--- config.mk ---
export PLATFORM = sky130hd
export DESIGN_NAME = muldiv_unit
export DESIGN_NICKNAME = d
export VERILOG_FILES = /design/src/rtl/muldiv_unit.sv
export SDC_FILE = /design/constraint.sdc
export NUM_CORES = 1
export LEC_CHECK = 0
export ABC_CLOCK_PERIOD_IN_PS = 11400
export CAP_MARGIN = 15
export CORE_UTILIZATION = 40
export DETAILED_ROUTE_END_ITERATION = 7
export PLACE_DENSITY = 0.57
export SYNTH_ARGS = -nofsm -noshare
export SYNTH_HDL_FRONTEND = slang
export SYNTH_SLANG_ARGS = --single-unit
--- constraint.sdc ---
create_clock -name clk -period 11.4 [get_ports clk]
set_input_delay 2.28 -clock clk [delete_from_list [all_inputs] [get_ports clk]]
set_output_delay 2.28 -clock clk [all_outputs]
set_load 0.01 [all_outputs]
--- src/rtl/muldiv_unit.sv ---
`default_nettype none
// ============================================================================
// Module      : muldiv_unit
// Description : Iterative RV32M multiply/divide unit (shift-add multiply,
//               restoring divide, one bit per cycle).
// Revision    : 1.0 - initial release
// ============================================================================
module muldiv_unit #(
    parameter int XLEN = 32
) (
    input  logic            clk,
    input  logic            reset,
    input  logic            start,
    input  logic [XLEN-1:0] A,
    input  logic [XLEN-1:0] B,
    input  logic [2:0]      funct3,
    output logic [XLEN-1:0] C,
    output logic            busy,
    output logic            done
);

    localparam int c_cnt_w = $clog2(XLEN + 1);

    typedef enum logic [1:0] {
        S_IDLE  = 2'd0,
        S_CALC  = 2'd1,
        S_FIXUP = 2'd2,
        S_DONE  = 2'd3
    } state_t;

    state_t                r_state;
    state_t                w_next;
    logic [c_cnt_w-1:0]    r_cnt;
    logic [2*XLEN-1:0]     r_acc;
    logic [XLEN-1:0]       r_b;
    logic [XLEN-1:0]       r_c;
    logic [2:0]            r_op;
    logic                  r_neg_q;
    logic                  r_neg_r;

    logic                  w_signed_a;
    logic                  w_signed_b;
    logic                  w_sa;
    logic                  w_sb;
    logic [XLEN-1:0]       w_mag_a;
    logic [XLEN-1:0]       w_mag_b;
    logic                  w_div_zero;
    logic                  w_ovf;
    logic                  w_special;
    logic [XLEN-1:0]       w_special_res;
    logic [XLEN:0]         w_mul_sum;
    logic [2*XLEN-1:0]     w_mul_next;
    logic [XLEN:0]         w_rem_sh;
    logic                  w_div_ok;
    logic [XLEN-1:0]       w_sub;
    logic [2*XLEN-1:0]     w_div_next;
    logic [2*XLEN-1:0]     w_prod;
    logic [XLEN-1:0]       w_quot;
    logic [XLEN-1:0]       w_rem;
    logic [XLEN-1:0]       w_fix;

    // Operand decode on the live inputs; only used in the accept cycle
    assign w_signed_a = (funct3 == 3'b001) || (funct3 == 3'b010) ||
                        (funct3 == 3'b100) || (funct3 == 3'b110);
    assign w_signed_b = (funct3 == 3'b001) || (funct3 == 3'b100) ||
                        (funct3 == 3'b110);
    assign w_sa       = w_signed_a & A[XLEN-1];
    assign w_sb       = w_signed_b & B[XLEN-1];
    assign w_mag_a    = w_sa ? -A : A;
    assign w_mag_b    = w_sb ? -B : B;

    assign w_div_zero    = funct3[2] && (B == '0);
    assign w_ovf         = funct3[2] && !funct3[0] &&
                           (A == {1'b1, {(XLEN-1){1'b0}}}) && (B == '1);
    assign w_special     = w_div_zero || w_ovf;
    assign w_special_res = w_div_zero ? (funct3[1] ? A  : '1)
                                      : (funct3[1] ? '0 : A);

    // Low half of r_acc holds the multiplier (mul) or the dividend/quotient (div)
    assign w_mul_sum  = {1'b0, r_acc[2*XLEN-1:XLEN]} + (r_acc[0] ? {1'b0, r_b} : '0);
    assign w_mul_next = {w_mul_sum, r_acc[XLEN-1:1]};

    assign w_rem_sh   = r_acc[2*XLEN-1:XLEN-1];
    assign w_div_ok   = (w_rem_sh >= {1'b0, r_b});
    assign w_sub      = w_rem_sh[XLEN-1:0] - r_b;
    assign w_div_next = {(w_div_ok ? w_sub : w_rem_sh[XLEN-1:0]),
                         r_acc[XLEN-2:0], w_div_ok};

    assign w_prod = r_neg_q ? -r_acc : r_acc;
    assign w_quot = r_neg_q ? -r_acc[XLEN-1:0] : r_acc[XLEN-1:0];
    assign w_rem  = r_neg_r ? -r_acc[2*XLEN-1:XLEN] : r_acc[2*XLEN-1:XLEN];
    assign w_fix  = r_op[2] ? (r_op[1] ? w_rem : w_quot)
                            : ((r_op[1:0] == 2'b00) ? w_prod[XLEN-1:0]
                                                    : w_prod[2*XLEN-1:XLEN]);

    always_ff @(posedge clk) begin
        if (reset) begin
            r_state <= S_IDLE;
        end else begin
            r_state <= w_next;
        end
    end

    always_comb begin
        w_next = r_state;
        busy   = (r_state != S_IDLE);
        done   = (r_state == S_DONE);
        case (r_state)
            S_IDLE:  if (start) w_next = w_special ? S_DONE : S_CALC;
            S_CALC:  if (r_cnt == c_cnt_w'(1)) w_next = S_FIXUP;
            S_FIXUP: w_next = S_DONE;
            S_DONE:  w_next = S_IDLE;
            default: w_next = S_IDLE;
        endcase
    end

    always_ff @(posedge clk) begin
        if (reset) begin
            r_cnt   <= '0;
            r_acc   <= '0;
            r_b     <= '0;
            r_c     <= '0;
            r_op    <= '0;
            r_neg_q <= 1'b0;
            r_neg_r <= 1'b0;
        end else begin
            case (r_state)
                S_IDLE: begin
                    if (start) begin
                        r_op    <= funct3;
                        r_b     <= w_mag_b;
                        r_acc   <= {{XLEN{1'b0}}, w_mag_a};
                        r_neg_q <= w_sa ^ w_sb;
                        r_neg_r <= w_sa;
                        if (w_special) begin
                            r_c <= w_special_res;
                        end else begin
                            r_cnt <= c_cnt_w'(XLEN);
                        end
                    end
                end
                S_CALC: begin
                    r_acc <= r_op[2] ? w_div_next : w_mul_next;
                    r_cnt <= r_cnt - 1'b1;
                end
                S_FIXUP: r_c <= w_fix;
                default: ;
            endcase
        end
    end

    assign C = r_c;

endmodule
`default_nettype wire

### After elaboration in Yosys (flattened, before gate mapping)

Index checks and enable logic that the tools add are counted.

| storage, ports and cells | value |
|---|---|
| register bits | 141 |
| word-level logic and storage cells | 82 |
| output and inout bits | 34 |
| input bits | 70 |

| operators by class | value |
|---|---|
| eq/ne operators | 14 |
| add/subtract/negate cells | 8 |
| reductions and logical operators | 22 |
| multiplexer cells | 26 |
| bitwise gates (word level) | 3 |
| magnitude comparators | 1 |

Operators by type and width:

| kind | number |
|---|---|
| 32-bit 2-to-1 mux | 14 |
| 64-bit 2-to-1 mux | 3 |
| 32-bit negator | 4 |
| 64-bit one-hot mux with 2 select lines | 1 |
| 32-bit equality test (second input constant) | 2 |
| 64-bit negator | 1 |
| 32-bit one-hot mux with 2 select lines | 1 |
| 32-bit by 32-bit adder with 33-bit output | 1 |
| 33-bit by 32-bit greater-or-equal comparator with 1-bit output | 1 |
| 32-bit logical NOT | 1 |
| 32-bit subtractor | 1 |
| 6-bit 2-to-1 mux | 2 |
| 6-bit one-hot mux with 2 select lines | 1 |
| 2-bit != test (second input constant) | 4 |
| 2-bit one-hot mux with 4 select lines | 1 |
| 3-bit equality test (second input constant) | 2 |
| 6-bit by 1-bit equality test with 1-bit output (second input constant) | 1 |
| 1-bit logical OR | 6 |
| 2-bit 2-to-1 mux | 3 |
| 2-bit AND reduction | 3 |
| 3-bit AND reduction | 2 |
| 2-bit nonzero test | 3 |
| 6-bit by 1-bit subtractor with 6-bit output (second input constant) | 1 |
| 2-bit equality test (second input constant) | 2 |
| other kinds (8) | 13 |

### Logic depth before layout (Yosys ltp)

Gate-level depths: netlist of run 1.

| logic depth | value |
|---|---|
| word-level depth | 8 |
| depth in mapped cells | 14 |
| depth with buffers taken out | 13 |

### Least setup slack after synthesis of run 1

Ideal clock, no wire load.

| path | value |
|---|---|
| path type | input-to-reg |
| start point | in B[14] |
| end point | reg r_c[24], in the netlist C[24] |
| stages | 11 |
| path slack | 6.447 ns |
| arrival time | 4.822 ns |
| required time | 11.268 ns |
| path buffers | 2 |
| library setup time | 0.132 ns |
| cells stage by stage | or4_1 -> or4b_1 -> nor4_2 -> and3_1 -> buf_4 -> a21o_1 -> a31o_2 -> buf_2 -> o21ai_0 -> a211oi_1 -> nor3_1 |

| on the way | value |
|---|---|
| word-level cells in the longest chain between the ends | 6 |
| elaborated cells between the ends (all ways) | 11 |
| classes of those cells | eq/ne (2); mux (4); reduce/logical (5) |

Ends and longest elaborated chain:

| item | line | text |
|---|---|---|
| start, declared | 15 | `input logic [XLEN-1:0] B,` |
| 32-bit logical NOT | 72 | `assign w_div_zero = funct3[2] && (B == '0);` |
| 1-bit logical AND | 72 |  |
| 32-bit 2-to-1 mux | 76 | `assign w_special_res = w_div_zero ? (funct3[1] ? A : '1)` |
| 32-bit 2-to-1 mux | 135 | `if (w_special) begin` |
| 32-bit 2-to-1 mux | 129 | `if (start) begin` |
| 32-bit one-hot mux with 2 select lines | 127 | `case (r_state)` |
| end signal, assigned | 136 | `r_c <= w_special_res;` |
| end signal, assigned | 146 | `S_FIXUP: r_c <= w_fix;` |
| end, declared | 36 | `logic [XLEN-1:0] r_c;` |

Several ways; a longest one is shown, not always the timed one. The select of a mux whose other input is x is not followed.
A chain may end at the register's enable or synchronous reset.

### Worst setup path after layout of run 1

Ends and elaborated chain as after synthesis.

==> flow_summary.toml, run 1 <==
[sta]
clock_skew_ns = 0.0106
fmax_ghz = 0.161
rsz0062_at_grt = "false"
min_period_over_period_pct = 54.3
setup_viol = 0
relSlewSlack_pct = 20.1
tightest_slew_ns = 1.20
finalHoldViolCount = 0
fin_crit_ns = 6.20
maxSlewViolCount = 0
fin_setup_tns_ns = 0

[detailed_routing]
route.vias.total = 15200
ant_nets = 0
vias_per_cell = 6.16
drcViolationCount = 0
drt_iter0_markers = 1327
route.detailed.wl_per_inst_um = 21.8
dr.pass1.iters = 5
wl_um = 53800

[critical_path]
worstSetupPathType = "input port to flip-flop"
worstPathMaxFanout = 41
worst_path_max_delay_cell = "a31o_2"
arrival_ns = 6.49
required_ns = 11.70
max_stage_delay_ns = 0.78
cp-start-kind = "input port"
path_delay_family = "simple AND/OR/NAND/NOR gates"
path_cells = "clkdlybuf4s50_1, or4_1, or4b_1, nor4_2, and3_1, a21o_1, a31o_2, o21ai_0, a211oi_1, nor3_1"
timing.critical_path.buf_inv = 1
end_kind = "flip-flop"

[power]
p_comb_share_pct = 56.5
power_leakage_nw = 6.09
clockPowerShare_pct = 18.5
powerDensity_nw_per_um2 = 185
vdd_drop_max_mv = 0.168
switching_share_pct = 49.1
seqPwrFrac_pct = 25.0
p_int_mw = 1.53
switching_power_mw = 1.48

[final_layout]
synthToLayoutAreaGrowth_pct = 12.1
drive_above_1_share_pct = 4.69
num_antenna_cells = 0
final-instance-count-excl-fill = 2467
nets = 2140

[floorplan]
dieArea_um2 = 36900
die_h_um = 192
io_pins = 104
core_um2 = 35600
num_rows = 69
initial_core_util_pct = 40.7
die_width_um = 192

[status]
outcome = "completed"

[clocking]
clockRootBuffer = "clkbuf_16"
hold_buffers = 0
post_cts_resize_count = 0
clk_pin_slew_ns = 0.07
htree_num_levels = 4
tritoncts = "built"
clock_sinks = 141
cts_buffer_depth = 2
postCtsSetupBuffers = 0
numCtsBuffers = 17
clock_latency_ns = 0.45

[yosys]
yosysWarnings = 0
syn-cell-area_um2 = 14500
syn_inst = 2005
avgSynthCellArea_um2 = 7.22
async_reset_ff_share_pct = 0
ys_types = 79
yosysSeqAreaShare_pct = 19.5
synth_top_flop_cell = "dfxtp_1"
synth_edf_count = 0
ys_seq_elements = 141
synth_nets = 2152

[global_routing]
grt_overflow = 0
grt_max_degree = 73
grt_pass1_vias = 13800
grt_pass1_wl_um = 82500
grt_usage_pct = 29.2
antenna_found_initial = 0

[worst_hold_path]
hold_class = "flip-flop to flip-flop"

[flow_run]
maxCapViolations = 0

[place]
dp_cells = 2435
dp_hpwl_um = 40200
gp_congestion = 0.974
numPortBuffers = 103
per-stage QoR:
step                      instance area, µm²  setup WS, ns  power, mW  hold WS [ns]  utilization (%)
final                                  16200          5.20       3.00         0.465             45.6
after global routing                   16200          4.99       3.21         0.484             45.6
after CTS                              16200          5.20       2.98         0.463             45.6
after detailed placement               15700          4.77       2.41         0.452             44.0
after global placement                 15700          4.85       2.40         0.449             44.0
after floorplan                        14500          6.45       1.90         0.448                -
worst paths after layout:
kind / from / slack, ns / to / cells after the start
setup / recovery: B[14] / 5.20 / C[24]$_SDFFE_PP0P_ / 10
hold / removal: C[8]$_SDFFE_PP0P_ / 0.46 / C[8]$_SDFFE_PP0P_ / 2
setup reg to reg: r_acc[0]$_SDFFE_PP0P_ / 7.18 / r_acc[63]$_SDFFE_PP0P_ / 12
hold reg to reg: C[8]$_SDFFE_PP0P_ / 0.46 / C[8]$_SDFFE_PP0P_ / 2
routing by layer:
layer / up-vias / track usage (%) / routed length [µm]
met5: - / 0 / 0
met4: 0 / 8.15 / 1180
met3: 66 / 5.43 / 3940
met2: 540 / 43.1 / 22800
met1: 7268 / 42.7 / 25800
li1: 7320 / - / -
worst min-delay path, stage by stage, from the launching register on:
cell     delay (ns)
dfxtp_1        0.32
nand2_1        0.05
a21oi_1        0.05
sequential cells by signal (all words and copies together), names as in the netlist:
name and count:
C 32, r_b 32, r_op 3, r_cnt 6, r_acc 64, r_state 2, r_neg_r 1, r_neg_q 1
power groups by stage:
stage / clock network (mW) / logic (mW) / registers, mW
after floorplan: 0 / 1.21 / 0.693
after global placement: 0 / 1.65 / 0.753
after detailed placement: 0 / 1.66 / 0.755
after CTS: 0.563 / 1.67 / 0.745
after global routing: 0.581 / 1.87 / 0.764
final: 0.555 / 1.70 / 0.751
layout make-up:
cell class / count / area [µm²]
Clock buffer: 20 / 447
Clock inverter: 12 / 113
Fill cell: 3731 / 19400
Inverter: 75 / 282
Multi-Input combinational cell: 1633 / 10800
Sequential cell: 141 / 2830
Tap cell: 461 / 577
Timing Repair Buffer: 125 / 1190
layout by cell type (no fill, tap or decap), types with 21 or more instances in the layout:
| master | netlist | layout |
|---|---|---|
| nand2_1 | 199 | 199 |
| nor2_1 | 187 | 186 |
| a21oi_1 | 168 | 167 |
| dfxtp_1 | 141 | 139 |
| o21ai_0 | 133 | 131 |
| xor2_1 | 103 | 103 |
| clkdlybuf4s50_1 | 0 | 102 |
| xnor2_1 | 75 | 75 |
| ha_1 | 75 | 74 |
| inv_1 | 73 | 73 |
| a211oi_1 | 56 | 56 |
| mux2i_1 | 54 | 54 |
| o211ai_1 | 53 | 53 |
| nor3_1 | 39 | 39 |
| nand3_1 | 35 | 35 |
| a21o_1 | 34 | 34 |
| o31ai_1 | 32 | 31 |
| maj3_1 | 27 | 27 |
| or3_1 | 26 | 26 |
| a22oi_1 | 23 | 23 |
| buf_4 | 2 | 23 |
| or4_1 | 21 | 21 |
cells by family after synthesis:
family / share of synthesized area, %
adder cells (fa/ha/maj): 8.63
multiplexers: 3.81
XOR/XNOR: 10.8
AND/OR/NAND/NOR: 20.7
AO/OA/AOI/OAI: 30.3
flip-flops: 19.5
buffers and inverters: 6.27
synth_stat cells, types with 15 or more instances:
library cell	n	area (µm²)
nand3_1	35	175
nand4_1	17	106
o41ai_1	15	131
or4_1	21	158
dfxtp_1	141	2820
or3_1	26	163
a31oi_1	18	113
o211ai_1	53	398
inv_1	73	274
ha_1	75	938
a21o_1	34	255
mux2i_1	54	541
xor2_1	103	902
maj3_1	27	270
xnor2_1	75	657
clkbuf_1	132	495
nor2_1	187	702
a22oi_1	23	173
o21ai_0	133	666
nor2b_1	15	93.8
a211oi_1	56	420
nand2_1	199	747
a311oi_1	18	158
nor3_1	39	195
a21oi_1	168	841
o31ai_1	32	240
(Power assumes the default switching activity.)
==> run 2, diff against run 1 <==
--- a/config.mk
+++ b/config.mk
@@ -5,7 +5,7 @@
 export SDC_FILE = /design/constraint.sdc
 export NUM_CORES = 1
 export LEC_CHECK = 0
-export ABC_CLOCK_PERIOD_IN_PS = 11400
+export ABC_CLOCK_PERIOD_IN_PS = 6400
 export CAP_MARGIN = 15
 export CORE_UTILIZATION = 40
 export DETAILED_ROUTE_END_ITERATION = 7
==> constraint.sdc (replaced) <==
create_clock -name clk -period 6.4 [get_ports clk]
set_input_delay 1.28 -clock clk [delete_from_list [all_inputs] [get_ports clk]]
set_output_delay 1.28 -clock clk [all_outputs]
set_load 0.01 [all_outputs]
==> flow_summary.toml, run 2 (same netlist as run 1, synthesis figures left out) <==
[place]
numPortBuffers = 103
dp_hpwl_um = 40200
gp_congestion = 0.965
dp_cells = 2437

[sta]
finalHoldViolCount = 0
relSlewSlack_pct = 24.0
clock_skew_ns = 0.0105
maxSlewViolCount = 0
fin_crit_ns = 5.11
fmax_ghz = 0.196
tightest_slew_ns = 1.14
setup_viol = 0
min_period_over_period_pct = 79.8
rsz0062_at_grt = "false"
fin_setup_tns_ns = 0

[global_routing]
gr-usage-met2_pct = 42.4
met1_usage_pct = 42.0
antenna_found_initial = 0
gr-usage-met3_pct = 6.45
grt_max_degree = 84
grt_pass1_wl_um = 82600
grt_pass1_vias = 13900
grt_overflow = 0
grt-busiest-layer = "met2"
grt_usage_pct = 29.2

[worst_hold_path]
min-delay-start = "C[14]$_SDFFE_PP0P_"
hold_depth = 2
whs_endpoint = "C[14]$_SDFFE_PP0P_"
hold_class = "flip-flop to flip-flop"

[clocking]
clk_pin_slew_ns = 0.07
postCtsSetupBuffers = 0
clock_sinks = 141
post_cts_resize_count = 0
clockRootBuffer = "clkbuf_16"
numCtsBuffers = 17
hold_buffers = 0
tritoncts = "built"
cts_buffer_depth = 2
clock_latency_ns = 0.46
htree_num_levels = 4

[floorplan]
num_rows = 69
dieArea_um2 = 36900
initial_core_util_pct = 40.7
core_um2 = 35600
die_h_um = 192
io_pins = 104
die_width_um = 192

[status]
outcome = "completed"

[detailed_routing]
ant_nets = 0
drcViolationCount = 0
drt_iter0_markers = 1547
vias_per_cell = 6.20
wl_um = 54200
route.detailed.wl_per_inst_um = 21.9
route.vias.total = 15300
dr.pass1.iters = 6

[critical_path]
r2r_cells = 12
required_ns = 6.71
worstSetupPathType = "input port to flip-flop"
worstPathMaxFanout = 30
regToRegSetupSlack_ns = 2.10
end_kind = "flip-flop"
r2r_end = "r_acc[63]$_SDFFE_PP0P_"
cp-start-kind = "input port"
r2r-start = "r_acc[0]$_SDFFE_PP0P_"
arrival_ns = 5.42

[final_layout]
seq_area_um2 = 2830
final-instance-count-excl-fill = 2469
layout_commonest_cell = "nand2_1"
final_cell_mix = "199 x nand2_1, 186 x nor2_1, 167 x a21oi_1, 139 x dfxtp_1, 131 x o21ai_0"
drive_above_1_share_pct = 4.73
largest_reg_flops = 64
nets = 2142
final_core_util_pct = 45.6
fillers = 3712
multi_input_area_um2 = 10800
largest_register = "r_acc"
synthToLayoutAreaGrowth_pct = 12.0

[flow_run]
maxCapViolations = 0

[power]
power_leakage_nw = 6.07
vdd_drop_max_mv = 0.321
powerDensity_nw_per_um2 = 329
run 2: changes by cell type in the layout (fill, tap and decap cells not counted), sizes merged:
| cell | delta |
|---|---|
| clkinvlp | +4 |
| buf | +2 |
| bufinv | -1 |
| diode | +1 |
| clkinv | -4 |
run 2: per-layer routing:
layer / share of wire, % / up-vias
li1: - / 7317
met1: 47 / 7269
met2: 42 / 622
met3: 8.7 / 93
met4: 3.0 / 0
met5: 0 / -
run 2: area by class of cell:
cell class,instances,share of cell area (%)
multi-input combinational,1633,66.5
sequential,141,17.4
timing repair buffer,127,7.46
tap,461,3.56
clock buffer,20,2.76
inverter,75,1.74
clock inverter,11,0.548
antenna,1,0.0154
run 2: power by group:
part           switching (mW)  internal [mW]  total, mW
Sequential              0.290           1.07       1.36
Combinational            1.91           1.11       3.01
Clock                   0.457          0.507      0.964
run 2: critical path, stage by stage:
cell	delay, ns
clkdlybuf4s50_1	0.51
or4_1	0.61
or4b_1	0.54
nor4_2	0.53
and3_1	0.53
a21o_1	0.20
a31o_2	0.65
buf_4	0.31
nand4_1	0.09
o21ai_0	0.09
nor2_1	0.06
run 2: worst max path at each step:
stage          start                  to  slack, ns  depth (start not counted)
5_1_grt        B[14]  C[15]$_SDFFE_PP0P_       0.99                         11
3_5_place_dp   B[14]  C[15]$_SDFFE_PP0P_       0.88                         11
2_1_floorplan  B[14]  C[24]$_SDFFE_PP0P_       2.45                         11
3_3_place_gp   B[14]  C[15]$_SDFFE_PP0P_        1.0                         11
6_report       B[14]  C[15]$_SDFFE_PP0P_       1.29                         11
4_1_cts        B[14]  C[15]$_SDFFE_PP0P_       1.37                         11
run 2: metrics by stage:
step / hold slack, ns / instance area, µm² / total power, mW / worst slack (ns)
detailed placement: 0.463 / 15700 / 4.30 / 0.884
global placement: 0.463 / 15700 / 4.29 / 0.996
floorplan: 0.448 / 14500 / 3.39 / 2.45
global route: 0.492 / 16200 / 5.68 / 0.988
CTS: 0.477 / 16200 / 5.28 / 1.37
finish: 0.471 / 16200 / 5.34 / 1.29
==> run 3, diff against run 2 <==
--- a/config.mk
+++ b/config.mk
@@ -5,7 +5,7 @@
 export SDC_FILE = /design/constraint.sdc
 export NUM_CORES = 1
 export LEC_CHECK = 0
-export ABC_CLOCK_PERIOD_IN_PS = 6400
+export ABC_CLOCK_PERIOD_IN_PS = 4800
 export CAP_MARGIN = 15
 export CORE_UTILIZATION = 40
 export DETAILED_ROUTE_END_ITERATION = 7
==> constraint.sdc (replaced) <==
create_clock -name clk -period 4.8 [get_ports clk]
set_input_delay 0.96 -clock clk [delete_from_list [all_inputs] [get_ports clk]]
set_output_delay 0.96 -clock clk [all_outputs]
set_load 0.01 [all_outputs]
==> flow_summary.toml, run 3 (same netlist as run 1, synthesis figures left out) <==
[sta]
fmax_ghz = 0.239
min_period_over_period_pct = 87.4
tightest_slew_ns = 0.996
fin_crit_ns = 4.19
finalHoldViolCount = 0
clock_skew_ns = 0.0118
rsz0062_at_grt = "false"
relSlewSlack_pct = 33.4
setup_viol = 0
fin_setup_tns_ns = 0
maxSlewViolCount = 0

[status]
outcome = "completed"

[clocking]
postCtsSetupBuffers = 0
htree_num_levels = 4
cts_buffer_depth = 2
clock_latency_ns = 0.45
post_cts_resize_count = 0
clockRootBuffer = "clkbuf_16"
tritoncts = "built"
numCtsBuffers = 17
clk_pin_slew_ns = 0.06
hold_buffers = 0
clock_sinks = 141

[floorplan]
core_um2 = 35600
dieArea_um2 = 36900
num_rows = 69
die_h_um = 192
die_width_um = 192
io_pins = 104
initial_core_util_pct = 40.7

[flow_run]
maxCapViolations = 0

[detailed_routing]
ant_nets = 0
drcViolationCount = 0
wl_um = 56200
route.vias.total = 15600
vias_per_cell = 6.25
dr.pass1.iters = 7
route.detailed.wl_per_inst_um = 22.5
drt_iter0_markers = 1691

[global_routing]
grt_pass1_wl_um = 84900
grt_overflow = 0
grt_usage_pct = 30.2
grt_pass1_vias = 14100
antenna_found_initial = 0
grt_max_degree = 72

[final_layout]
largest_reg_flops = 64
nets = 2173
num_antenna_cells = 0
layout_commonest_cell = "nand2_1"
fillers = 3654
seq_area_um2 = 2830
final_cell_mix = "199 x nand2_1, 185 x nor2_1, 167 x a21oi_1, 139 x dfxtp_1, 131 x o21ai_0"
synthToLayoutAreaGrowth_pct = 14.2
drive_above_1_share_pct = 6.18
final-instance-count-excl-fill = 2499
largest_register = "r_acc"
multi_input_area_um2 = 10800

[critical_path]
arrival_ns = 4.48
cp-start-kind = "input port"
required_ns = 5.09
timing.critical_path.buf_inv = 1
worstPathMaxFanout = 13
path_delay_family = "simple AND/OR/NAND/NOR gates"
path_cells = "clkdlybuf4s50_1, or4_1, or4b_1, nor4_2, and3_1, a21o_1, a31oi_2, or3_1, o21ai_0, a311oi_1"
end_kind = "flip-flop"
worst_path_max_delay_cell = "or4_1"
worstSetupPathType = "input port to flip-flop"
max_stage_delay_ns = 0.60

[power]
power_leakage_nw = 6.29
vdd_drop_max_mv = 0.299
powerDensity_nw_per_um2 = 445

[place]
dp_cells = 2468
numPortBuffers = 103
dp_hpwl_um = 42400
gp_congestion = 0.996

[worst_hold_path]
hold_class = "flip-flop to flip-flop"
==> run 3: report_power, final <==
group	internal (mW)	switching, mW
sequential	1.43	0.397
clock	0.845	0.578
combinational	1.53	2.58
total	3.80	3.56
==> run 3: worst reg2reg max path, cell delays in order (launching register included) <==
cell       delay [ns]
dfxtp_1          0.31
buf_4            0.17
and2_1           0.16
ha_1             0.23
inv_1            0.09
fa_1             0.20
nor2b_1          0.07
o31ai_1          0.36
a211oi_1         0.22
o41ai_1          0.88
o211ai_1         0.34
a211o_1          0.38
a2111oi_0        0.42
o31ai_1          0.13
==> run 3: final timing paths <==
path,depth (start not counted),endpoint,slack (ns),from
hold reg to reg,2,C[26]$_SDFFE_PP0P_,0.49,C[26]$_SDFFE_PP0P_
hold / removal,2,C[26]$_SDFFE_PP0P_,0.49,C[26]$_SDFFE_PP0P_
setup reg to reg,13,r_acc[63]$_SDFFE_PP0P_,0.72,r_acc[0]$_SDFFE_PP0P_
setup / recovery,10,C[29]$_SDFFE_PP0P_,0.61,B[15]
==> run 3: metal layers <==
layer  vias to the layer above  GRT usage [%]  share of wire [%]
met5                         -              0                  0
met4                         0           10.6                2.9
met3                        86           5.77                8.8
met2                       697           43.2                 41
met1                      7441           44.2                 47
li1                       7391              -                  -
==> run 3: per-stage QoR <==
step | cell area, µm² | power [mW] | hold slack [ns] | util, % | setup WS, ns
2_1_floorplan | 14500 | 4.51 | 0.448 | - | 1.17
3_3_place_gp | 15900 | 5.80 | 0.469 | 44.8 | 0.227
3_5_place_dp | 15900 | 5.83 | 0.466 | 44.8 | 0.130
4_1_cts | 16500 | 7.27 | 0.484 | 46.5 | 0.591
5_1_grt | 16500 | 7.80 | 0.508 | 46.5 | 0.399
6_report | 16500 | 7.36 | 0.485 | 46.5 | 0.607
==> run 3: final cells by class <==
class | instances | area share, %
sequential | 141 | 17.1
clock inverter | 9 | 0.833
inverter | 75 | 1.70
timing repair buffer | 158 | 8.80
clock buffer | 22 | 2.81
tap | 461 | 3.49
multi-input combinational | 1633 | 65.3
